File: config.mk
export PLATFORM = sky130hd
export DESIGN_NAME = imm16_seq_flat
export DESIGN_NICKNAME = d
export VERILOG_FILES = /design/src/rtl/imm16_seq_pkg.sv /design/src/rtl/imm16_seq_if.sv /design/src/rtl/imm16_seq_tstate_ctr.sv /design/src/rtl/imm16_seq.sv /design/src/flat_wrapper.sv
export SDC_FILE = /design/constraint.sdc
export NUM_CORES = 1
export LEC_CHECK = 0
export ABC_AREA = 0
export BUFFER_PORTS_ARGS = -buffer_cell sky130_fd_sc_hd__buf_4
export CAP_MARGIN = 20
export CORE_MARGIN = 4
export CORE_UTILIZATION = 35
export CTS_CLUSTER_SIZE = 16
export DETAILED_ROUTE_END_ITERATION = 10
export PLACE_DENSITY = 0.66
export SYNTH_ARGS = -nofsm -noshare
export SYNTH_HDL_FRONTEND = slang
export SYNTH_SLANG_ARGS = --single-unit
File: constraint.sdc
create_clock -name clk -period 3.55 [get_ports clk]
set_input_delay 0.355 -clock clk [delete_from_list [all_inputs] [get_ports clk]]
set_output_delay 0.355 -clock clk [all_outputs]
set_load 0.01 [all_outputs]
File: src/rtl/imm16_seq_pkg.sv
// Shared types and constants for the CPU micro-sequencers: state and T-state
// encodings, opcode patterns and register-pair codes.
package cpu_seq_pkg;

    typedef enum logic [1:0] {
        IDLE  = 2'd0,
        RD_LO = 2'd1,
        RD_HI = 2'd2,
        INT   = 2'd3
    } seq_state_t;

    typedef enum logic [1:0] {
        T1 = 2'd0,
        T2 = 2'd1,
        T3 = 2'd2,
        T4 = 2'd3
    } tstate_t;

    typedef enum logic {
        OP_LD = 1'b0,
        OP_JP = 1'b1
    } imm_op_t;

    typedef enum logic [1:0] {
        PAIR_BC = 2'd0,
        PAIR_DE = 2'd1,
        PAIR_HL = 2'd2,
        PAIR_SP = 2'd3
    } pair_t;

    localparam logic [7:0] OP_LD_DD_NN_MASK = 8'hCF;
    localparam logic [7:0] OP_LD_DD_NN      = 8'h01;
    localparam logic [7:0] OP_JP_NN         = 8'hC3;

    function automatic logic is_ld_dd_nn(input logic [7:0] op);
        return (op & OP_LD_DD_NN_MASK) == OP_LD_DD_NN;
    endfunction

endpackage

File: src/rtl/imm16_seq_if.sv
// Decoder / bus / register-file signals of the 16-bit immediate sequencer.
// The sequencer uses the slave side; the surrounding CPU drives the master side.
interface imm16_seq_if;
    logic        start;
    logic [7:0]  opcode;
    logic [7:0]  din;
    logic        rd;
    logic        adr_pc;
    logic        pc_inc;
    logic        pc_load;
    logic        reg_we;
    logic [1:0]  reg_sel;
    logic [15:0] wdata;
    logic        busy;
    logic        done;
    logic        unsup;

    modport master (
        output start, opcode, din,
        input  rd, adr_pc, pc_inc, pc_load, reg_we, reg_sel, wdata, busy, done, unsup
    );

    modport slave (
        input  start, opcode, din,
        output rd, adr_pc, pc_inc, pc_load, reg_we, reg_sel, wdata, busy, done, unsup
    );
endinterface

File: src/rtl/imm16_seq_tstate_ctr.sv
// Generic T-state counter for multi-cycle sequencers: counts T1..T4 and
// returns to T1 on the clock after restart is seen.
module tstate_ctr
    import cpu_seq_pkg::*;
(
    input  logic    clk,
    input  logic    reset,
    input  logic    restart,
    output tstate_t t,
    output logic    t4
);

    tstate_t t_q, t_d;

    always_comb begin
        t_d = restart ? T1 : tstate_t'(t_q + 2'd1);
    end

    always_ff @(posedge clk) begin
        if (reset) begin
            t_q <= T1;
        end else begin
            t_q <= t_d;
        end
    end

    assign t  = t_q;
    assign t4 = (t_q == T4);

endmodule

File: src/rtl/imm16_seq.sv
// Micro-sequencer for LD dd,nn and JP nn: runs the two operand reads from PC
// and the register-pair or PC write-back after the M1 fetch.
//
//   state | meaning
//   IDLE  | waiting for start from M1 T4
//   RD_LO | M2: read low operand byte, then PC+1
//   RD_HI | M3: read high operand byte, then PC+1 (LD writes the pair here)
//   INT   | M4: internal cycle for JP, PC load at T4
module imm16_seq
    import cpu_seq_pkg::*;
(
    input  logic       clk,
    input  logic       reset,
    imm16_seq_if.slave bus
);

    seq_state_t state_q, state_d;
    imm_op_t    op_q, op_d;
    pair_t      sel_q, sel_d;
    logic [7:0] lo_q, lo_d;
    logic [7:0] hi_q, hi_d;
    logic       unsup_q, unsup_d;

    tstate_t t;
    logic    t4;
    logic    restart;
    logic    rd, pc_inc, reg_we, pc_load, done, accept;

    // Every state entry comes either from IDLE or from a T4, so this restarts at each entry.
    assign restart = (state_q == IDLE) || t4;

    tstate_ctr u_tctr (
        .clk     (clk),
        .reset   (reset),
        .restart (restart),
        .t       (t),
        .t4      (t4)
    );

    always_comb begin
        state_d = state_q;
        op_d    = op_q;
        sel_d   = sel_q;
        lo_d    = lo_q;
        hi_d    = hi_q;
        unsup_d = 1'b0;
        rd      = 1'b0;
        pc_inc  = 1'b0;
        reg_we  = 1'b0;
        pc_load = 1'b0;
        done    = 1'b0;

        case (state_q)
            RD_LO: begin
                rd     = (t != T4);
                pc_inc = t4;
                if (t == T3) lo_d = bus.din;
                if (t4) state_d = RD_HI;
            end
            RD_HI: begin
                rd     = (t != T4);
                pc_inc = t4;
                if (t == T3) hi_d = bus.din;
                if (t4) begin
                    if (op_q == OP_LD) begin
                        reg_we  = 1'b1;
                        done    = 1'b1;
                        state_d = IDLE;
                    end else begin
                        state_d = INT;
                    end
                end
            end
            INT: begin
                if (t4) begin
                    pc_load = 1'b1;
                    done    = 1'b1;
                    state_d = IDLE;
                end
            end
            default: ;
        endcase

        // The done clock doubles as M1 T4 of the next instruction.
        accept = bus.start && ((state_q == IDLE) || done);
        if (accept) begin
            if (is_ld_dd_nn(bus.opcode)) begin
                op_d    = OP_LD;
                sel_d   = pair_t'(bus.opcode[5:4]);
                state_d = RD_LO;
            end else if (bus.opcode == OP_JP_NN) begin
                op_d    = OP_JP;
                state_d = RD_LO;
            end else begin
                unsup_d = 1'b1;
            end
        end
    end

    always_ff @(posedge clk) begin
        if (reset) begin
            state_q <= IDLE;
            op_q    <= OP_LD;
            sel_q   <= PAIR_BC;
            lo_q    <= 8'h00;
            hi_q    <= 8'h00;
            unsup_q <= 1'b0;
        end else begin
            state_q <= state_d;
            op_q    <= op_d;
            sel_q   <= sel_d;
            lo_q    <= lo_d;
            hi_q    <= hi_d;
            unsup_q <= unsup_d;
        end
    end

    assign bus.rd      = rd;
    assign bus.adr_pc  = rd;
    assign bus.pc_inc  = pc_inc;
    assign bus.pc_load = pc_load;
    assign bus.reg_we  = reg_we;
    assign bus.reg_sel = sel_q;
    assign bus.wdata   = {hi_q, lo_q};
    assign bus.busy    = (state_q != IDLE);
    assign bus.done    = done;
    assign bus.unsup   = unsup_q;

endmodule

File: src/flat_wrapper.sv
// flat-port wrapper written by rule: the top's interface ports become plain ports
module imm16_seq_flat import cpu_seq_pkg::*;
  (clk, reset, bus_start, bus_opcode, bus_din, bus_rd, bus_adr_pc, bus_pc_inc, bus_pc_load, bus_reg_we, bus_reg_sel, bus_wdata, bus_busy, bus_done, bus_unsup);
  imm16_seq_if bus_i ();
  input  logic clk;
  input  logic reset;
  input wire logic [$bits(bus_i.start)-1:0] bus_start;
  input wire logic [$bits(bus_i.opcode)-1:0] bus_opcode;
  input wire logic [$bits(bus_i.din)-1:0] bus_din;
  output wire logic [$bits(bus_i.rd)-1:0] bus_rd;
  output wire logic [$bits(bus_i.adr_pc)-1:0] bus_adr_pc;
  output wire logic [$bits(bus_i.pc_inc)-1:0] bus_pc_inc;
  output wire logic [$bits(bus_i.pc_load)-1:0] bus_pc_load;
  output wire logic [$bits(bus_i.reg_we)-1:0] bus_reg_we;
  output wire logic [$bits(bus_i.reg_sel)-1:0] bus_reg_sel;
  output wire logic [$bits(bus_i.wdata)-1:0] bus_wdata;
  output wire logic [$bits(bus_i.busy)-1:0] bus_busy;
  output wire logic [$bits(bus_i.done)-1:0] bus_done;
  output wire logic [$bits(bus_i.unsup)-1:0] bus_unsup;
  assign bus_i.start = bus_start;
  assign bus_i.opcode = bus_opcode;
  assign bus_i.din = bus_din;
  assign bus_rd = bus_i.rd;
  assign bus_adr_pc = bus_i.adr_pc;
  assign bus_pc_inc = bus_i.pc_inc;
  assign bus_pc_load = bus_i.pc_load;
  assign bus_reg_we = bus_i.reg_we;
  assign bus_reg_sel = bus_i.reg_sel;
  assign bus_wdata = bus_i.wdata;
  assign bus_busy = bus_i.busy;
  assign bus_done = bus_i.done;
  assign bus_unsup = bus_i.unsup;
  imm16_seq u_core (.clk(clk), .reset(reset), .bus(bus_i));
endmodule
### Yosys cells after proc, flatten, opt, wreduce, memory -nomap -nowiden

Cells that the tools add are included.

| word-level totals | value |
|---|---|
| register bits after elaboration | 24 |
| input port bits | 19 |
| output and inout port bits | 26 |
| word-level logic and storage cells | 49 |

| operators by class | value |
|---|---|
| add/subtract/negate cells | 1 |
| equality and inequality tests | 8 |
| multiplexer cells | 19 |
| bitwise gates (word level) | 1 |
| reduce and logical (&&, ||, !) cells | 13 |

Operator list:

| kind | number |
|---|---|
| $mux 2 | 7 |
| $mux 1 | 10 |
| $eq 2x2->1 const B | 4 |
| $eq 8x8->1 const B | 1 |
| $reduce_and 2->1 | 4 |
| $eq 6x1->1 const B | 1 |
| $pmux 2 s3 | 1 |
| $reduce_bool 2->1 | 2 |
| $reduce_or 2->1 | 2 |
| $reduce_or 3->1 | 1 |
| $add 2x1->2 const B | 1 |
| $eq 2x1->1 const B | 1 |
| $logic_not 2->1 | 1 |
| $logic_or 1x1->1 | 2 |
| $ne 2x2->1 const B | 1 |
| $pmux 1 s2 | 1 |
| $logic_and 1x1->1 | 1 |
| $not 1->1 | 1 |

### Logic depth before layout (Yosys ltp)

Gate-level depths: netlist of run 1.

| logic depth | value |
|---|---|
| word-level depth | 7 |
| mapped depth | 7 |
| mapped depth without buffers | 6 |

### By module

A second synthesis of run 1 with hierarchy kept.

| second synthesis, totals | value |
|---|---|
| cells, all modules | 133 |
| area, all modules | 1121.1 µm² |

By module, submodules not included:

| module | times used | cells an instance | area each (µm²) | sequential area each (µm²) |
|---|---|---|---|---|
| imm16_seq | 1 | 128 | 1046.0 | 440.4 |
| tstate_ctr | 1 | 5 | 75.1 | 40.0 |

### Worst setup path before layout of run 1

OpenSTA, ideal clock, no wires.

| timing | value |
|---|---|
| path type | register -> output |
| start | register u_core.state_q[1] |
| end | output bus_done |
| arrival time | 1.343 ns |
| data required time | 3.195 ns |
| slack | 1.852 ns |
| cell stages (with the launch flop) | 5 |
| buffers on the path | 1 |
| path through | dfxtp_1 -> ha_1 -> clkbuf_1 -> o21ai_0 -> a21oi_1 |

| between the ends | value |
|---|---|
| longest elaborated chain between the ends | 2 |
| elaborated cells between the ends (all ways) | 3 |
| those cells by class | eq/ne: 2; mux: 1 |

RTL lines:

| item | line | RTL |
|---|---|---|
| start, declared | imm16_seq.sv:17 | `seq_state_t state_q, state_d;` |
| start signal, assigned | imm16_seq.sv:109 | `state_q <= state_d;` |
| $eq 2x2->1 | imm16_seq.sv:53 | `case (state_q)` |
| $pmux 1 s2 * | imm16_seq.sv:53 |  |
| end, declared | flat_wrapper.sv:18 | `output wire logic [$bits(bus_i.done)-1:0] bus_done;` |

Every way passes the cells marked *; elsewhere a longest branch is shown, timed or not.

### Worst setup path after layout of run 1

Same ends and word-level chain as after synthesis.

==> results.md, run 1 <==
* Reg-to-Reg Start: u_core.state_q[1]
* Fillers at 321
* FF+latch count, synth at 24
* Pwr dens at 313 mW/mm²
* Detailed Place HPWL at 2230 µm
* Commonest non-fill, non-tap cell in the layout: buf_4
* Share of cells above drive strength 1 at 0.315
* Gpl congestion at 0.821
* Core area at 0.00315 mm²
* Antenna cells at 0
* Critical path required time at 3.19 ns
* Layout area overhead at 34.4%
* Nets at 209
* Max clock buf depth at 2
* Max Fanout on Critical Path at 14
* CP arrival at 1.88 ns
* R2R Path End: u_core.state_q[1]
* Drt total wl at 2840 µm
* Slowest cell on the critical path: ha_1
* Post-synth top area cell: dfxtp_1
* Placed Cells at 221
* Post-CTS sizing at 0
* Leak at 0.666 nW
* Crit path to: bus_done
* Worst-margin pin slew at 0.557 ns
* CTS tree: done
* Die area at 0.00437 mm²
* Grt ovf at 0
* All-Layer GR Usage at 0.135
* Min Tclk post-route at 2.23 ns
* Worst hold path type: primary input to register
* Syn Nets at 167
* YS warnings at 0
* Critical path class: register to primary output
* Vias in the first global route at 1070
* Drt via density at 5.06
* Reg2reg path depth at 5
* Critical Path Max Stage Delay at 0.56 ns
* Peak supply drop at 203 µV
* Clock skew at 0.00793 ns
* Outcome: finished clean
* Clock sinks at 24
* Share of the synthesized area in the top cell type at 0.406
* Syn Inst Count at 140
* Final Max Slew Viols at 0
* Synth cell types at 36
* Commonest cells after routing, fill and taps aside: buf_4, dfxtp_1, a21oi_1
* Worst-Skew Late Latency at 0.32 ns
* Chip Height at 66.1 µm
* Via count at 1138
* Final worst-path cycle share at 0.628
* Final hold vios at 0
* Port-buffer cells at 44
* Top post-synthesis cells by area: dfxtp_1, a21oi_1, ha_1
* Number of remaining DRC errors at 0
* First-pass GRT wire length at 4770 µm
* Setup Buffers After CTS at 0
* Reg-to-reg slack, setup at 1.61 ns
* Clock transition at the registers of the reported paths at 0.13 ns
* Initial antenna violation count at 0
* Initial Utilization at 0.375
* CP Capture Type: primary output
* Max Cap Viol at 0
* Sequential share of the synthesized area at 0.406
* RSZ-0062 raised after global routing: no
* Rows at 20
* Worst setup path startpoint: u_core.state_q[1]
* CP cell instances: ha_1 -> o21ai_0 -> a21oi_1 -> buf_4
* Iter 0 DRT Violations at 47
* Hold buffer count at CTS at 0
* Mapped Avg Cell Area at 8.45 µm²
* H-tree levels at 1
* Final setup viols at 0
* F_max at 448 MHz
* Fin cells at 225
* Routed len/inst at 12.6 µm
* First-pass iteration count of the detailed router at 4
* Cell area after synthesis at 0.00118 mm²
* Setup TNS at 0 ns
* Die W at 66.1 µm
* Largest net degree at the start of global routing at 24
* TritonCTS Buffers at 3
* Relative slew slack at 0.628
* Ports at 45
* Setup crit start kind: register
* Routed Antenna Nets at 0
* CTS root buffer: clkbuf_4
## critical path: cells and delay by family (launching register included)
family / cells / cell delay [ns]
buf+inv: 1 / 0.13
flops: 1 / 0.52
fa+ha+maj: 1 / 0.56
compound gates: 2 / 0.35
## layout make-up
class,count,area (µm²),area share
multi-input combinational,103,648,0.408
sequential,24,480,0.302
timing repair buffer,44,330,0.208
tap,44,55.1,0.0346
clock inverter,1,30.0,0.0189
clock buffer,3,22.5,0.0142
inverter,6,22.5,0.0142
## flip-flops by register name (all words and copies together), names as in the netlist
signal / cells
u_core.hi_q: 8
u_core.lo_q: 8
u_core.bus.reg_sel: 2
u_core.state_q: 2
u_core.u_tctr.t: 2
u_core.bus.unsup: 1
u_core.op_q: 1
## metrics by stage
stage / instance area (µm²) / total power [mW] / hold WS (ns) / utilization / setup slack, ns
3_5_place_dp: 1540 / 0.307 / 0.447 / 0.487 / 1.65
5_1_grt: 1590 / 0.516 / 0.274 / 0.504 / 1.15
4_1_cts: 1590 / 0.503 / 0.277 / 0.504 / 1.33
6_report: 1590 / 0.498 / 0.285 / 0.504 / 1.32
3_3_place_gp: 1540 / 0.307 / 0.447 / 0.487 / 1.72
2_1_floorplan: 1180 / 0.286 / 0.427 / - / 1.85
## power breakdown
part | total [mW] | switching, mW | internal (mW) | leakage (nW)
clock | 0.197 | 0.0824 | 0.114 | 0.0279
combinational | 0.0307 | 0.0134 | 0.0174 | 0.444
sequential | 0.271 | 0.000522 | 0.270 | 0.193
## layer usage
layer | GRT usage | up-vias | wire [µm]
met3 | 0.0323 | 2 | 204
li1 | - | 573 | -
met2 | 0.238 | 40 | 1380
met5 | 0 | - | 0
met4 | 0.0228 | 0 | 17
met1 | 0.168 | 523 | 1240
## logic make-up (layout without fill, tap and decap cells)
logic type | after synthesis | after routing | synth area share
AOI/OAI and AO/OA | 34 | 34 | 0.169
and+or+nand+nor | 61 | 61 | 0.294
buffers and inverters | 13 | 54 | 0.0455
DFF | 24 | 24 | 0.406
adders and majority gates | 8 | 8 | 0.0847
## cell usage after synthesis (all sizes together)
cell type and number:
dfxtp 24, nand3 19, and2b 2, inv 6, nor3b 1, a211oi 1, nor2 1, o32ai 1
buf 3, clkbuf 4, nand2b 1, nor3 3, and3b 1, nand2 18, nand4 2, a31oi 1
and4b 1, and2 3, nor4 2, nand4b 1, nand3b 1, and3 1, nor2b 4, a21oi 22
ha 8, o21bai 1, a211o 1, o21ai 7
## worst min-delay path by stage
stage,start,to,slack (ns),depth (start not counted)
2_1_floorplan,reset,u_core.u_tctr.t[0],0.43,1
3_3_place_gp,u_core.lo_q[5],u_core.lo_q[5],0.45,2
3_5_place_dp,u_core.hi_q[4],u_core.hi_q[4],0.45,2
4_1_cts,bus_din[1],u_core.hi_q[1],0.28,3
5_1_grt,bus_din[5],u_core.hi_q[5],0.27,3
6_report,bus_din[1],u_core.hi_q[1],0.29,3
Power figures use the tool's default switching activity.
==> inputs of run 2 (changes only) <==
Clock period 3.55 ns to 2.3 ns, I/O delays scaled along.
==> results.md, run 2 (synthesized netlist as in run 1, its figures left out) <==
* Setup Buffers After CTS at 0
* Routed len/inst at 13.0 µm
* Worst-margin pin slew at 0.571 ns
* Iter 0 DRT Violations at 70
* Placement Cell Area at 0.00154 mm²
* Peak supply drop at 170 µV
* Layout area overhead at 33.7%
* Leak at 0.664 nW
* Fin cells at 226
* Ports at 45
* Worst slack, placed at 0.583 ns
* Grt ovf at 0
* Outcome: finished clean
* Final Max Slew Viols at 0
* Critical path required time at 2.07 ns
* Max Cap Viol at 0
* CP cell instances: inv_1 -> ha_1 -> buf_4 -> o21ai_0 -> a21oi_1 -> buf_4
* Setup crit start kind: register
* Regs by FF count: u_core.hi_q: 8 flops, u_core.lo_q: 8 flops
* Via count at 1135
* CTS tree: done
* Fin util at 0.501
* Initial antenna violation count at 0
* Largest net degree at the start of global routing at 24
* Final hold vios at 0
* CP arrival at 1.77 ns
* Pwr dens at 433 mW/mm²
* Die area at 0.00437 mm²
* Detailed Place HPWL at 2280 µm
* Number of remaining DRC errors at 0
* Commonest cells after routing, fill and taps aside: buf_4, dfxtp_1, a21oi_1
* TritonCTS Buffers at 3
* Clock transition at the registers of the reported paths at 0.13 ns
* Max Fanout on Critical Path at 12
* Gpl congestion at 0.792
* Final setup viols at 0
* Final worst-path cycle share at 0.872
* CP Capture Type: primary output
* First-pass iteration count of the detailed router at 4
* Clock skew at 0.00275 ns
* Placed Cells at 222
* Power after layout at 0.684 mW
* Drt via density at 5.02
* Port-buffer cells at 44
* Core area at 0.00315 mm²
* Slowest cell on the critical path: dfxtp_1
* Post-CTS sizing at 0
* Rows at 20
* Relative slew slack at 0.620
* Share of cells above drive strength 1 at 0.319
* Max clock buf depth at 2
* Min Tclk post-route at 2.00 ns
* Hold buffer count at CTS at 0
* F_max at 499 MHz
* Vias in the first global route at 1133
* CTS root buffer: clkbuf_4
* Critical Path Max Stage Delay at 0.44 ns
* First-pass GRT wire length at 5000 µm
* Critical path class: register to primary output
* All-Layer GR Usage at 0.142
* RSZ-0062 raised after global routing: no
* Worst hold path type: primary input to register
* H-tree levels at 1
* Worst Setup Slack, final at 0.295 ns
* Antenna cells at 0
* Most common cell on crit path: buf_4
* Initial Utilization at 0.375
* Post-Layout Inst Area at 0.00158 mm²
* Worst-Skew Late Latency at 0.31 ns
* Die W at 66.1 µm
* Final hold slack at 0.176 ns
* Nets at 210
* Commonest non-fill, non-tap cell in the layout: buf_4
* Clock sinks at 24
* Routed Antenna Nets at 0
* Setup TNS at 0 ns
* Chip Height at 66.1 µm
* Drt total wl at 2940 µm
## run 2: changes by cell type in the layout (fill, tap and decap cells not counted), sizes merged
cell    change
bufinv      -1
clkbuf      +1
buf         +1
## run 2: area by class of cell
type	count	area [µm²]
clock buffer	4	36.3
fill	332	1570
inverter	6	22.5
multi-input combinational	103	648
sequential	24	480
tap	44	55.1
timing repair buffer	45	338
## run 2: final timing paths
check	from	end	slack, ns	cells past startpoint
worst min-delay path	bus_din[4]	u_core.hi_q[4]	0.18	3
worst max-delay path	u_core.state_q[0]	bus_done	0.30	6
worst min register to register	u_core.lo_q[7]	u_core.lo_q[7]	0.46	2
worst max register to register	u_core.state_q[1]	u_core.state_q[1]	0.53	5
## run 2: report_power, final
group | switching [mW] | internal (mW) | total (mW)
sequential | 0.000771 | 0.417 | 0.418
combinational | 0.0208 | 0.0268 | 0.0476
clock | 0.122 | 0.0966 | 0.218
## run 2: metal layers
layer,global-route usage,part of all wire
met5,0,0
met4,0.0457,0.0071
met1,0.173,0.45
met2,0.249,0.49
met3,0.0255,0.055
## run 2: critical path: cells and delay by family (launching register included)
family	cells	cell delay (ns)
AOI/OAI and AO/OA	2	0.27
DFF	1	0.44
adders and majority gates	1	0.28
buffers and inverters	3	0.46
==> inputs of run 3 (changes only) <==
Settings changed: CORE_UTILIZATION 35 to 48, PLACE_DENSITY 0.66 to 0.84.
==> results.md, run 3 (synthesized netlist as in run 1, its figures left out) <==
* Drt via density at 5.54
* Drt total wl at 2940 µm
* Worst-margin pin slew at 0.592 ns
* Port-buffer cells at 44
* CP arrival at 1.75 ns
* Setup Buffers After CTS at 0
* First-pass GRT wire length at 4810 µm
* Hold Path Stages at 3
* Outcome: finished clean
* Detailed Place HPWL at 2280 µm
* H-tree levels at 1
* First-pass iteration count of the detailed router at 4
* CTS root buffer: clkbuf_4
* Peak supply drop at 760 µV
* Clock skew at 0.00618 ns
* Core area at 0.00228 mm²
* Antenna cells at 0
* Critical path class: register to primary output
* Die W at 57.6 µm
* Clock sinks at 24
* CTS tree: done
* Relative slew slack at 0.605
* CP cell instances: inv_1 -> ha_1 -> buf_4 -> o21ai_0 -> a21oi_1 -> buf_4
* Rows at 17
* CP top delay family: buffers and inverters
* Reg2reg path depth at 5
* Vias in the first global route at 1090
* Chip Height at 57.6 µm
* Placement Cell Area at 0.00152 mm²
* Via count at 1163
* Die area at 0.00332 mm²
* Setup crit start kind: register
* Crit. path cell count at 6
* Buf/Inv on CP at 3
* F_max at 504 MHz
* Number of remaining DRC errors at 0
* Post-Layout Inst Area at 0.00158 mm²
* Max Cap Viol at 0
* Nets at 210
* Initial antenna violation count at 0
* Power after layout at 0.764 mW
* Final worst-path cycle share at 0.863
* Setup TNS at 0 ns
* Max clock buf depth at 2
* All-Layer GR Usage at 0.180
* Grt ovf at 0
* Iter 0 DRT Violations at 20
* Largest net degree at the start of global routing at 24
* Routed Antenna Nets at 0
* Reg-to-reg slack, setup at 0.56 ns
* Fin util at 0.693
* Clock transition at the registers of the reported paths at 0.13 ns
* Worst hold path type: primary input to register
* Layout area overhead at 33.3%
* Slowest cell on the critical path: dfxtp_1
* Initial Utilization at 0.520
* CP Capture Type: primary output
* Hold buffer count at CTS at 0
* Commonest non-fill, non-tap cell in the layout: buf_4
* Share of cells above drive strength 1 at 0.319
* Gpl congestion at 0.899
* RSZ-0062 raised after global routing: no
* Leak at 0.671 nW
* Worst-Skew Late Latency at 0.31 ns
* Most common cell on crit path: buf_4
* Routed len/inst at 14.0 µm
* Min Tclk post-route at 1.98 ns
* Final hold slack at 0.170 ns
* Regs by FF count: u_core.hi_q: 8 flops, u_core.lo_q: 8 flops
* Critical path required time at 2.07 ns
* Final setup viols at 0
* Pwr dens at 485 mW/mm²
* Critical Path Max Stage Delay at 0.43 ns
* Commonest cells after routing, fill and taps aside: buf_4, dfxtp_1, a21oi_1
* Ports at 45
* Max Fanout on Critical Path at 11
* TritonCTS Buffers at 3
* Final hold vios at 0
* Final Max Slew Viols at 0
* Post-CTS sizing at 0
run 3: per-stage QoR:
stage                     instances  worst slack [ns]
after floorplan                 140             0.719
after global placement          206             0.657
after detailed placement        206             0.595
after CTS                       210             0.307
after global routing            210             0.156
final                           210             0.315
run 3: cell type report:
cell class | instances | area, µm²
multi-input combinational | 103 | 648
timing repair buffer | 45 | 338
inverter | 6 | 22.5
fill | 175 | 699
clock buffer | 3 | 22.5
clock inverter | 1 | 30.0
tap | 28 | 35.0
sequential | 24 | 480
run 3: routing by layer:
layer | vias to the layer above | GRT usage | routed length, µm | part of all wire
li1 | 572 | - | - | -
met1 | 543 | 0.217 | 1240 | 0.42
met2 | 44 | 0.319 | 1510 | 0.51
met3 | 4 | 0.0468 | 176 | 0.060
met4 | 0 | 0.0364 | 16 | 0.0054
met5 | - | 0 | 0 | 0
run 3: worst paths after layout:
kind / start / to
setup / recovery: u_core.state_q[0] / bus_done
hold / removal: bus_din[0] / u_core.hi_q[0]
setup reg to reg: u_core.state_q[1] / u_core.state_q[1]
hold reg to reg: u_core.hi_q[3] / u_core.hi_q[3]
run 3: worst reg2reg max path, delay by kind of cell, from the launching register on:
kind / cells / cell delay, ns
and+or+nand+nor: 3 / 0.59
DFF: 1 / 0.50
AOI/OAI and AO/OA: 1 / 0.31
adders and majority gates: 1 / 0.25
run 3: power by group:
part	total [mW]	internal (mW)	switching, mW
clock	0.299	0.176	0.123
combinational	0.0471	0.0268	0.0203
sequential	0.418	0.417	0.000726
